--- config.mk ---
export PLATFORM = sky130hd
export DESIGN_NAME = cycle_sequencer
export DESIGN_NICKNAME = d
export VERILOG_FILES = /design/src/rtl/cycle_seq_pkg.sv /design/src/rtl/mem_wait_timer.sv /design/src/rtl/cycle_sequencer.sv
export SDC_FILE = /design/constraint.sdc
export NUM_CORES = 1
export LEC_CHECK = 0
export ABC_CLOCK_PERIOD_IN_PS = 3800
export CAP_MARGIN = 20
export CORE_ASPECT_RATIO = 0.5
export CORE_MARGIN = 1.5
export CORE_UTILIZATION = 55
export CTS_BUF_LIST = sky130_fd_sc_hd__clkbuf_4
export DETAILED_ROUTE_END_ITERATION = 8
export HOLD_SLACK_MARGIN = 0.1
export PLACE_DENSITY = 0.84
export SLEW_MARGIN = 20
export SYNTH_ARGS = -nofsm -noshare
export SYNTH_HDL_FRONTEND = slang
export SYNTH_SLANG_ARGS = --single-unit
--- constraint.sdc ---
create_clock -name CLK -period 3.8 [get_ports CLK]
set_clock_uncertainty 0.2 [all_clocks]
set_input_delay 0.76 -clock CLK [delete_from_list [all_inputs] [get_ports CLK]]
set_output_delay 0.76 -clock CLK [all_outputs]
set_load 0.005 [all_outputs]
--- src/rtl/cycle_seq_pkg.sv ---
// Shared types and defaults for the multi-cycle instruction sequencer.
package cycle_seq_pkg;

  localparam int DEF_MEM_TIMEOUT = 15;
  localparam int DEF_CNT_W       = 16;
  localparam int TIMER_W         = 8;

  typedef enum logic [2:0] {
    S_IDLE   = 3'd0,
    S_FETCH  = 3'd1,
    S_DECODE = 3'd2,
    S_EXEC   = 3'd3,
    S_MEM    = 3'd4,
    S_WB     = 3'd5,
    S_DONE   = 3'd6
  } seq_state_t;

  typedef struct packed {
    logic branch;
    logic rd;
    logic wr;
    logic wreg;
  } seq_flags_t;

endpackage

--- src/rtl/mem_wait_timer.sv ---
// Counts MEM wait cycles; expired_o marks the last cycle allowed before a timeout.
module mem_wait_timer
  import cycle_seq_pkg::*;
#(
  parameter int MEM_TIMEOUT = DEF_MEM_TIMEOUT
) (
  input  logic clk_i,
  input  logic rst_i,
  input  logic clr_i,
  input  logic en_i,
  output logic expired_o
);

  localparam logic [TIMER_W-1:0] LAST_CNT = TIMER_W'(MEM_TIMEOUT - 1);

  logic [TIMER_W-1:0] cnt_q;

  always_ff @(posedge clk_i or posedge rst_i) begin
    if (rst_i) begin
      cnt_q <= '0;
    end else if (clr_i) begin
      cnt_q <= '0;
    end else if (en_i && !expired_o) begin
      cnt_q <= cnt_q + 1'b1;
    end
  end

  assign expired_o = (cnt_q == LAST_CNT);

endmodule

--- src/rtl/cycle_sequencer.sv ---
// FETCH/DECODE/EXEC/MEM/WB sequencer gating IR load, PC update, RF write and data-memory access.
module cycle_sequencer
  import cycle_seq_pkg::*;
#(
  parameter int MEM_TIMEOUT = DEF_MEM_TIMEOUT,
  parameter int CNT_W       = DEF_CNT_W
) (
  input  logic             CLK,
  input  logic             Reset,
  input  logic             Start,
  input  logic             Halt,
  input  logic             Branch,
  input  logic             ReadMem,
  input  logic             WriteMem,
  input  logic             WriteReg,
  input  logic             BranchCond,
  input  logic             MemAck,
  output logic             IFetchEn,
  output logic             MemReq,
  output logic             MemWe,
  output logic             RegWe,
  output logic             PCInc,
  output logic             PCBranch,
  output logic             Busy,
  output logic             Done,
  output logic             MemErr,
  output logic [CNT_W-1:0] CycleCount
);

  seq_state_t       state_q;
  seq_flags_t       flags_q;
  logic [CNT_W-1:0] cycle_cnt_q;
  logic             mem_err_q;
  logic             timer_expired;
  logic             in_run;

  assign in_run = (state_q != S_IDLE) && (state_q != S_DONE);

  mem_wait_timer #(
    .MEM_TIMEOUT(MEM_TIMEOUT)
  ) u_timer (
    .clk_i    (CLK),
    .rst_i    (Reset),
    .clr_i    (state_q == S_EXEC),
    .en_i     (state_q == S_MEM),
    .expired_o(timer_expired)
  );

  always_ff @(posedge CLK or posedge Reset) begin
    if (Reset) begin
      state_q     <= S_IDLE;
      flags_q     <= '0;
      cycle_cnt_q <= '0;
      mem_err_q   <= 1'b0;
    end else begin
      if (in_run && (cycle_cnt_q != '1)) begin
        cycle_cnt_q <= cycle_cnt_q + 1'b1;
      end
      case (state_q)
        S_IDLE, S_DONE: begin
          if (Start) begin
            state_q     <= S_FETCH;
            cycle_cnt_q <= '0;
            mem_err_q   <= 1'b0;
          end
        end
        S_FETCH: state_q <= S_DECODE;
        S_DECODE: begin
          flags_q.branch <= Branch;
          flags_q.rd     <= ReadMem;
          flags_q.wr     <= WriteMem;
          flags_q.wreg   <= WriteReg;
          state_q        <= Halt ? S_DONE : S_EXEC;
        end
        S_EXEC: begin
          if (flags_q.rd || flags_q.wr) begin
            state_q <= S_MEM;
          end else if (flags_q.wreg) begin
            state_q <= S_WB;
          end else begin
            state_q <= S_FETCH;
          end
        end
        S_MEM: begin
          // An ack on the expiry cycle still completes the access.
          if (MemAck) begin
            state_q <= flags_q.rd ? S_WB : S_FETCH;
          end else if (timer_expired) begin
            state_q   <= S_DONE;
            mem_err_q <= 1'b1;
          end
        end
        S_WB:    state_q <= S_FETCH;
        default: state_q <= S_IDLE;
      endcase
    end
  end

  logic exec_last;
  logic branch_taken;
  logic store_last;

  always_comb begin
    exec_last    = (state_q == S_EXEC) && !flags_q.rd && !flags_q.wr && !flags_q.wreg;
    branch_taken = exec_last && flags_q.branch && BranchCond;
    store_last   = (state_q == S_MEM) && MemAck && !flags_q.rd;
    IFetchEn     = (state_q == S_FETCH);
    MemReq       = (state_q == S_MEM);
    MemWe        = (state_q == S_MEM) && flags_q.wr;
    RegWe        = (state_q == S_WB);
    PCBranch     = branch_taken;
    PCInc        = (exec_last && !branch_taken) || store_last || (state_q == S_WB);
    Busy         = in_run;
    Done         = (state_q == S_DONE);
  end

  assign MemErr     = mem_err_q;
  assign CycleCount = cycle_cnt_q;

endmodule

==> results of run 1 <==
-- logic make-up (layout without fill, tap and decap cells) --
group / count (synthesis) / count (layout) / synth area share
compound gates: 30 / 30 / 0.121
fa+ha+maj: 3 / 3 / 0.0214
flops: 32 / 32 / 0.457
xor+xnor: 15 / 15 / 0.0749
mux: 7 / 7 / 0.0435
buf+inv: 12 / 48 / 0.0278
simple gates: 86 / 86 / 0.255
-- metal layers --
layer	up-vias	share of wire	global-route usage
met5	-	0	0
met4	0	0.021	0.100
met3	11	0.032	0.0584
met2	27	0.47	0.363
met1	724	0.48	0.302
li1	741	-	-
-- metrics by stage --
step,power (µW),util,worst slack (ns),cell area [µm²]
2_1_floorplan,824,-,1.59,1750
3_3_place_gp,995,0.709,0.733,2140
3_5_place_dp,1020,0.709,0.632,2140
4_1_cts,1190,0.721,0.633,2170
5_1_grt,1270,0.721,0.579,2170
6_report,1180,0.721,0.644,2170
-- cell usage after synthesis (3+ instances only) --
cell      count
a211oi_1      6
a21oi_1       6
and3_1        5
buf_2         3
dfrtp_1      32
ha_1          3
inv_1         7
mux2_2        5
nand2_1       9
nand2b_1      3
nand3_1       7
nand4_1       6
nor2_1       33
nor3_1        7
o21ai_0       4
xnor2_1       8
xor2_1        7
-- registers in the layout, indices dropped and copies added, names as in the netlist --
signal / count
CycleCount: 16
state_q: 3
MemErr: 1
flags_q: 4
u_timer.cnt_q: 8
-- area by class of cell --
| type | instances | area, µm² |
|---|---|---|
| Multi-Input combinational cell | 141 | 903 |
| Fill cell | 225 | 840 |
| Sequential cell | 32 | 801 |
| Timing Repair Buffer | 36 | 355 |
| Tap cell | 40 | 50.0 |
| Clock buffer | 5 | 37.5 |
| Inverter | 7 | 26.3 |
-- how the worst max path moves through the flow --
| stage | startpoint | end | slack [ns] | cells past startpoint |
|---|---|---|---|---|
| detailed placement | MemAck | PCInc | 0.63 | 5 |
| floorplan | state_q[0]$_DFFE_PP0P_ | PCInc | 1.59 | 4 |
| global placement | MemAck | PCInc | 0.73 | 5 |
| CTS | MemAck | PCInc | 0.63 | 5 |
| global route | MemAck | PCInc | 0.58 | 5 |
| finish | MemAck | PCInc | 0.64 | 5 |
-- report_power, final --
part	internal, µW	switching, µW
Clock	61.7	106
Combinational	243	239
Sequential	416	119
-- worst max-delay path, cell delays in order --
cell	delay, ns
clkdlybuf4s50_1	0.47
nand2b_1	0.12
nor2_1	0.05
a311o_1	0.33
clkdlybuf4s50_1	0.47
==> out/qor.yml, run 1 <==
floorplanning:
  dieHeight_um: 42.9
  start_util: 0.582
  num_rows: 14
  io_pins: 35
  core_area_um2: 3010
  die_area_um2: 3560
  dieWidth_um: 82.8
critical_path:
  worst_setup_path_end_kind: "output pin"
  path_class: "input pin to output pin"
  arrival_ns: 2.20
  start_kind: "input pin"
  cp.required_ns: 2.84
  r2r_slack_ns: 1.68
  reg2reg_to: "CycleCount[11]$_DFF_PP0_"
  rr_startpoint: "CycleCount[4]$_DFF_PP0_"
  reg2regPathDepth: 5
  crit_fanout: 4
clocking:
  cts_tree: "done"
  cts-buffers-inserted: 5
  cts.htree.levels: 2
  cts_sinks: 32
  cts_root_buffer: "clkbuf_4"
  ctsResizeCount: 0
  clk_pin_slew_ns: 0.09
  clk_latency_ns: 0.32
  postCtsSetupBuffers: 0
  clockBufferDepth: 2
  cts_hold_buffers: 0
status:
  status: "finished, final reports clean"
final_layout:
  nets: 236
  mostFrequentLayoutCell: "clkdlybuf4s50_1"
  antenna_cells: 0
  drive_gt1_frac: 0.0769
  area_growth_pct: 24.0
  layout_common_cells: "34 x clkdlybuf4s50_1, 33 x nor2_1, 32 x dfrtp_1"
  fin_cells: 261
power_and_ir_drop:
  p_per_area_nw_per_um2: 545
  ir_worst_vdd_mv: 0.447
  leakagePower_uw: 0.000912
timing:
  timing.final.crit_share: 0.830
  worst_hold_slack_ns: 0.319
  slew_violations: 0
  finalHoldViolCount: 0
  fin_setup_tns_ns: 0
  setup_violations: 0
  fmax_ghz: 0.317
  rsz0062_at_grt: "false"
  slew_headroom: 0.553
  worst_slew_pin_slew_ns: 0.665
  fin_crit_ns: 3.16
logic_synthesis:
  synthDistinctLibCells: 42
  synth_ff_type: "dfrtp_1"
  synthTopCellsByArea: "dfrtp_1 46%, nor2_1 7.1%, xnor2_1 4.0%"
  ys.warnings.count: 0
  synth_nets: 198
  syn_inst: 185
  synth_edf_count: 0
  seq_area_frac_synth: 0.457
  synth_area_um2: 1750
  syn_avg_cell_area_um2: 9.48
  netlist.area_leader.share: 0.457
  yosys.area.top_type: "dfrtp_1"
  async_flop_share: 1.00
  synth_seq_cells: 32
detailed_routing:
  drc: 0
  routed_wl_mm: 3.71
  wl_per_cell_um: 14.2
  dr.pass1.iters: 4
  viasPerCell: 5.76
  drt_iter0_markers: 68
  via_count: 1503
  ant_nets: 0
global_route:
  track_usage: 0.229
  overflow: 0
  antenna_found_initial: 0
  grt_pass1_wl_mm: 6.26
  grt_pass1_vias: 1345
  grt_max_degree: 33
min_path:
  hold-path-cell-count: 1
  hp-class: "register to register"
  min_from: "flags_q[3]$_DFFE_PP0N_"
  hold_end: "flags_q[3]$_DFFE_PP0N_"
place:
  io_buffers: 34
  gp_congestion: 0.892
  dp_cells: 256
  hpwlAfterDp_mm: 2.74
job:
  drv_cap: 0
Note: power is estimated with default switching activity, not from simulation.
==> run 2, diff against run 1 <==
--- a/config.mk
+++ b/config.mk
@@ -5,15 +5,15 @@
 export SDC_FILE = /design/constraint.sdc
 export NUM_CORES = 1
 export LEC_CHECK = 0
-export ABC_CLOCK_PERIOD_IN_PS = 3800
+export ABC_CLOCK_PERIOD_IN_PS = 3250
 export CAP_MARGIN = 20
 export CORE_ASPECT_RATIO = 0.5
 export CORE_MARGIN = 1.5
-export CORE_UTILIZATION = 55
+export CORE_UTILIZATION = 53
 export CTS_BUF_LIST = sky130_fd_sc_hd__clkbuf_4
 export DETAILED_ROUTE_END_ITERATION = 8
 export HOLD_SLACK_MARGIN = 0.1
-export PLACE_DENSITY = 0.84
+export PLACE_DENSITY = 0.82
 export SLEW_MARGIN = 20
 export SYNTH_ARGS = -nofsm -noshare
 export SYNTH_HDL_FRONTEND = slang
==> constraint.sdc (replaced) <==
create_clock -name CLK -period 3.25 [get_ports CLK]
set_clock_uncertainty 0.2 [all_clocks]
set_input_delay 0.65 -clock CLK [delete_from_list [all_inputs] [get_ports CLK]]
set_output_delay 0.65 -clock CLK [all_outputs]
set_load 0.005 [all_outputs]
==> out/qor.yml, run 2 (synthesis results as in run 1) <==
critical_path:
  start_kind: "register"  # was input pin
  cp.required_ns: 2.40  # was 2.84 ns
  worst_setup_path_end_kind: "output pin"  # unchanged
  crit_fanout: 14  # was 4
  reg2regPathDepth: 5  # unchanged
  path_class: "register to output pin"  # was input pin to output pin
  arrival_ns: 2.10  # was 2.20 ns
floorplanning:
  num_rows: 14  # unchanged
  dieHeight_um: 43.7  # was 42.9 µm
  core_area_um2: 3080  # was 3010 µm²
  io_pins: 35  # unchanged
  die_area_um2: 3680  # was 3560 µm²
  dieWidth_um: 84.3  # was 82.8 µm
  start_util: 0.569  # was 0.582
final_layout:
  regArea_um2: 801  # unchanged
  drive_gt1_frac: 0.0804  # was 0.0769
  mostFrequentLayoutCell: "clkdlybuf4s50_1"  # unchanged
  area_growth_pct: 26.1  # was 24.0%
  nets: 236  # unchanged
  largest_reg_flops: 16  # unchanged
  layout_common_cells: "34 x clkdlybuf4s50_1, 33 x nor2_1, 32 x dfrtp_1"  # unchanged
  fillers: 250  # was 225
  multi_input_area_um2: 903  # unchanged
  antenna_cells: 0  # unchanged
clocking:
  cts_sinks: 32  # unchanged
  cts_root_buffer: "clkbuf_4"  # unchanged
  cts.htree.levels: 2  # unchanged
  clockBufferDepth: 2  # unchanged
  cts-buffers-inserted: 5  # unchanged
  cts_tree: "done"  # unchanged
  ctsResizeCount: 0  # unchanged
  cts_hold_buffers: 0  # unchanged
  postCtsSetupBuffers: 0  # unchanged
  clk_latency_ns: 0.33  # was 0.32 ns
  clk_pin_slew_ns: 0.10  # was 0.09 ns
detailed_routing:
  via_count: 1486  # was 1503
  drt_iter0_markers: 124  # was 68
  viasPerCell: 5.63  # was 5.76
  dr.pass1.iters: 4  # unchanged
  routed_wl_mm: 3.70  # was 3.71 mm
  ant_nets: 0  # unchanged
  wl_per_cell_um: 14.0  # was 14.2 µm
  drc: 0  # unchanged
timing:
  setup_violations: 0  # unchanged
  timing.final.crit_share: 0.908
  fin_setup_tns_ns: 0  # unchanged
  slew_headroom: 0.602  # was 0.553
  fin_crit_ns: 2.95
  rsz0062_at_grt: "false"  # unchanged
  fmax_ghz: 0.339
  worst_slew_pin_slew_ns: 0.593  # was 0.665 ns
  finalHoldViolCount: 0  # unchanged
  worst_hold_slack_ns: 0.323  # was 0.319 ns
  slew_violations: 0  # unchanged
power_and_ir_drop:
  swShare: 0.372  # was 0.391
  p_int_uw: 927  # was 721 µW
  switchingPower_uw: 549  # was 463 µW
  pwr-share-clk: 0.204  # was 0.141
  p_per_area_nw_per_um2: 667  # was 545 nW/µm²
  leakagePower_uw: 0.000929  # was 0.000912 µW
  p_comb_frac: 0.373  # was 0.407
  ir_worst_vdd_mv: 0.416  # was 0.447 mV
  pwr-share-seq: 0.423  # was 0.452
place:
  hpwlAfterDp_mm: 2.76  # was 2.74 mm
  gp_congestion: 0.814  # was 0.892
  io_buffers: 34  # unchanged
global_route:
  use_met3: 0.0571  # was 0.0584
  grt_pass1_wl_mm: 6.22  # was 6.26 mm
  met2_usage: 0.366  # was 0.363
  grt_pass1_vias: 1389  # was 1345
  busiest_layer: "met2"  # unchanged
  antenna_found_initial: 0  # unchanged
  grt_use_met1: 0.289  # was 0.302
  overflow: 0  # unchanged
  grt_max_degree: 33  # unchanged
  track_usage: 0.217  # was 0.229
min_path:
  hp-class: "register to register"  # unchanged
  hold-path-cell-count: 1  # unchanged
job:
  drv_cap: 0  # unchanged
status:
  status: "finished, final reports clean"  # unchanged
[run 2: power groups by stage]
| stage | registers [µW] | logic, µW | clock network, µW |
|---|---|---|---|
| global placement | 627 | 541 | 0 |
| finish | 624 | 551 | 301 |
| floorplan | 571 | 392 | 0 |
| CTS | 622 | 556 | 303 |
| detailed placement | 630 | 552 | 0 |
| global route | 641 | 620 | 323 |
[run 2: layout make-up]
cell class / count / share of cell area
Timing Repair Buffer: 36 / 0.161
Clock buffer: 5 / 0.0170
Inverter: 7 / 0.0119
Sequential cell: 32 / 0.362
Tap cell: 40 / 0.0226
Clock inverter: 3 / 0.0170
Multi-Input combinational cell: 141 / 0.409
[run 2: per-layer routing]
| layer | share of wire | up-vias | wire length (µm) |
|---|---|---|---|
| met2 | 0.48 | 26 | 1760 |
| met1 | 0.48 | 717 | 1790 |
| met4 | 0.0076 | 0 | 28 |
| met5 | 0 | - | 0 |
| li1 | - | 738 | - |
| met3 | 0.034 | 5 | 126 |
[run 2: metrics by stage]
stage | util | std cells | power (µW) | cell area, µm² | setup slack, ns
2_1_floorplan | - | 185 | 963 | 1750 | 1.15
3_3_place_gp | 0.693 | 256 | 1170 | 2140 | 0.402
3_5_place_dp | 0.693 | 256 | 1180 | 2140 | 0.363
4_1_cts | 0.717 | 264 | 1480 | 2210 | 0.305
5_1_grt | 0.717 | 264 | 1580 | 2210 | 0.188
6_report | 0.717 | 264 | 1480 | 2210 | 0.299
[run 2: worst max-delay path: stages, from the launching register on]
cell	delay (ns)
dfrtp_1	0.62
nand2b_1	0.25
nor4_1	0.34
clkdlybuf4s50_1	0.56
[run 2: worst paths after layout]
check,startpoint,endpoint,slack [ns]
setup / recovery,state_q[0]$_DFFE_PP0P_,PCBranch,0.30
hold / removal,MemErr$_DFFE_PP0P_,MemErr$_DFFE_PP0P_,0.32
setup reg to reg,state_q[2]$_DFFE_PP0P_,CycleCount[11]$_DFF_PP0_,1.14
hold reg to reg,MemErr$_DFFE_PP0P_,MemErr$_DFFE_PP0P_,0.32
max in group asynchronous,Reset,u_timer.cnt_q[6]$_DFFE_PP0P_,2.08
min in group asynchronous,Reset,u_timer.cnt_q[1]$_DFFE_PP0P_,0.48
==> run 3, diff against run 2 <==
==> constraint.sdc (replaced) <==
create_clock -name CLK -period 3.25 [get_ports CLK]
set_clock_uncertainty 0.2 [all_clocks]
set_input_delay 0.65 -clock CLK [delete_from_list [all_inputs] [get_ports CLK]]
set_output_delay 0.65 -clock CLK [all_outputs]
set_load 0.01 [all_outputs]
==> out/qor.yml, run 3 (synthesis results as in run 1) <==
status:
  status: "finished, final reports clean"  # unchanged
global_route:
  overflow: 0  # unchanged
  grt_pass1_vias: 1366  # was 1389
  antenna_found_initial: 0  # unchanged
  grt_pass1_wl_mm: 6.22  # unchanged
  grt_max_degree: 33  # unchanged
  track_usage: 0.217  # about the same
clocking:
  ctsResizeCount: 0  # unchanged
  cts.htree.levels: 2  # unchanged
  cts_root_buffer: "clkbuf_4"  # unchanged
  clockBufferDepth: 2  # unchanged
  postCtsSetupBuffers: 0  # unchanged
  clk_pin_slew_ns: 0.10  # about the same
  clk_latency_ns: 0.33  # about the same
  cts_sinks: 32  # unchanged
  cts_tree: "done"  # unchanged
  cts-buffers-inserted: 5  # unchanged
  cts_hold_buffers: 0  # unchanged
timing:
  rsz0062_at_grt: "false"  # unchanged
  finalHoldViolCount: 0  # unchanged
  slew_headroom: 0.594  # was 0.602
  fin_ws_ns: 0.312  # was 0.299 ns
  worst_slew_pin_slew_ns: 0.604  # was 0.593 ns
  fmax_ghz: 0.340  # was 0.339 GHz
  slew_violations: 0  # unchanged
  setup_violations: 0  # unchanged
  worst_hold_slack_ns: 0.323  # about the same
  fin_crit_ns: 2.94  # was 2.95 ns
  timing.final.crit_share: 0.904  # was 0.908
  fin_setup_tns_ns: 0  # unchanged
final_layout:
  nets: 236  # unchanged
  antenna_cells: 0  # unchanged
  largest_reg_flops: 16  # unchanged
  multi_input_area_um2: 903  # unchanged
  fillers: 241  # was 250
  stdcell_area_um2: 2210  # unchanged
  layout_common_cells: "34 x clkdlybuf4s50_1, 33 x nor2_1, 32 x dfrtp_1"  # unchanged
  mostFrequentLayoutCell: "clkdlybuf4s50_1"  # unchanged
  area_growth_pct: 26.1  # unchanged
  drive_gt1_frac: 0.0804  # unchanged
  regArea_um2: 801  # unchanged
critical_path:
  cp.required_ns: 2.40  # about the same
  start_kind: "input pin"  # was register
  path_class: "input pin to output pin"  # was register to output pin
  cp_cell_sequence: "clkdlybuf4s50_1 -> nand2b_1 -> nor2_1 -> a311o_1 -> clkdlybuf4s50_1"  # was nand2b_1 -> nor4_1 -> clkdlybuf4s50_1
  arrival_ns: 2.09  # was 2.10 ns
  cp.buffers_inverters: 2  # was 1
  critPathMaxStageDelay_ns: 0.48  # was 0.62 ns
  crit_fanout: 4  # was 14
  slowest_stage: "clkdlybuf4s50_1"  # was dfrtp_1
  path_delay_family: "buffers and inverters"  # was flip-flops
  r2r_slack_ns: 1.16  # was 1.14 ns
  worst_setup_path_end_kind: "output pin"  # unchanged
  cpMostUsedCell: "clkdlybuf4s50_1"
job:
  drv_cap: 0  # unchanged
detailed_routing:
  via_count: 1457  # was 1486
  drc: 0  # unchanged
  viasPerCell: 5.52  # was 5.63
  wl_per_cell_um: 14.0  # about the same
  routed_wl_mm: 3.70  # about the same
  dr.pass1.iters: 5  # was 4
  ant_nets: 0  # unchanged
  drt_iter0_markers: 105  # was 124
floorplanning:
  io_pins: 35  # unchanged
  dieWidth_um: 84.3  # unchanged
  core_area_um2: 3080  # unchanged
  start_util: 0.569  # unchanged
  dieHeight_um: 43.7  # unchanged
  num_rows: 14  # unchanged
  die_area_um2: 3680  # unchanged
power_and_ir_drop:
  ir_worst_vdd_mv: 0.512  # was 0.416 mV
  p_per_area_nw_per_um2: 678  # was 667 nW/µm²
  p_total_uw: 1500  # was 1480 µW
  leakagePower_uw: 0.000929  # unchanged
place:
  pre_cts_ws_ns: 0.317  # was 0.363 ns
  io_buffers: 34  # unchanged
  hpwlAfterDp_mm: 2.76  # about the same
  gp_congestion: 0.814  # about the same
  placed_area_um2: 2140  # unchanged
min_path:
  hp-class: "register to register"  # unchanged
run 3: cell counts in the layout (fill, tap and decap cells not counted):
Identical to the previous run, type by type.
run 3: power breakdown:
part           internal (µW)  leakage (µW)  switching [µW]
clock network            157     0.0000403             142
logic                    284      0.000464             290
registers                487      0.000425             137
run 3: per-layer routing:
| metal | share of wire | GRT usage | vias up |
|---|---|---|---|
| met3 | 0.046 | 0.0533 | 4 |
| met2 | 0.48 | 0.370 | 31 |
| met1 | 0.46 | 0.287 | 687 |
| met5 | 0 | 0 | - |
| li1 | - | - | 735 |
| met4 | 0.0068 | 0.0581 | 0 |
run 3: cell type report:
| cell class | count | area share |
|---|---|---|
| clock inverter | 3 | 0.0170 |
| inverter | 7 | 0.0119 |
| timing repair buffer | 36 | 0.161 |
| clock buffer | 5 | 0.0170 |
| multi-input combinational | 141 | 0.409 |
| sequential | 32 | 0.362 |
| tap | 40 | 0.0226 |
run 3: metrics by stage:
| stage | utilization | cells |
|---|---|---|
| floorplan | - | 185 |
| global placement | 0.693 | 256 |
| detailed placement | 0.693 | 256 |
| CTS | 0.717 | 264 |
| global route | 0.717 | 264 |
| finish | 0.717 | 264 |
run 3: path summary, 6_finish.rpt:
path / cells past startpoint / start / endpoint
worst max-delay path: 5 / MemAck / PCInc
worst min-delay path: 1 / MemErr$_DFFE_PP0P_ / MemErr$_DFFE_PP0P_
worst max register to register: 6 / CycleCount[0]$_DFF_PP0_ / CycleCount[11]$_DFF_PP0_
worst min register to register: 1 / MemErr$_DFFE_PP0P_ / MemErr$_DFFE_PP0P_
max in group asynchronous: 3 / Reset / flags_q[3]$_DFFE_PP0N_
min in group asynchronous: 3 / Reset / u_timer.cnt_q[1]$_DFFE_PP0P_
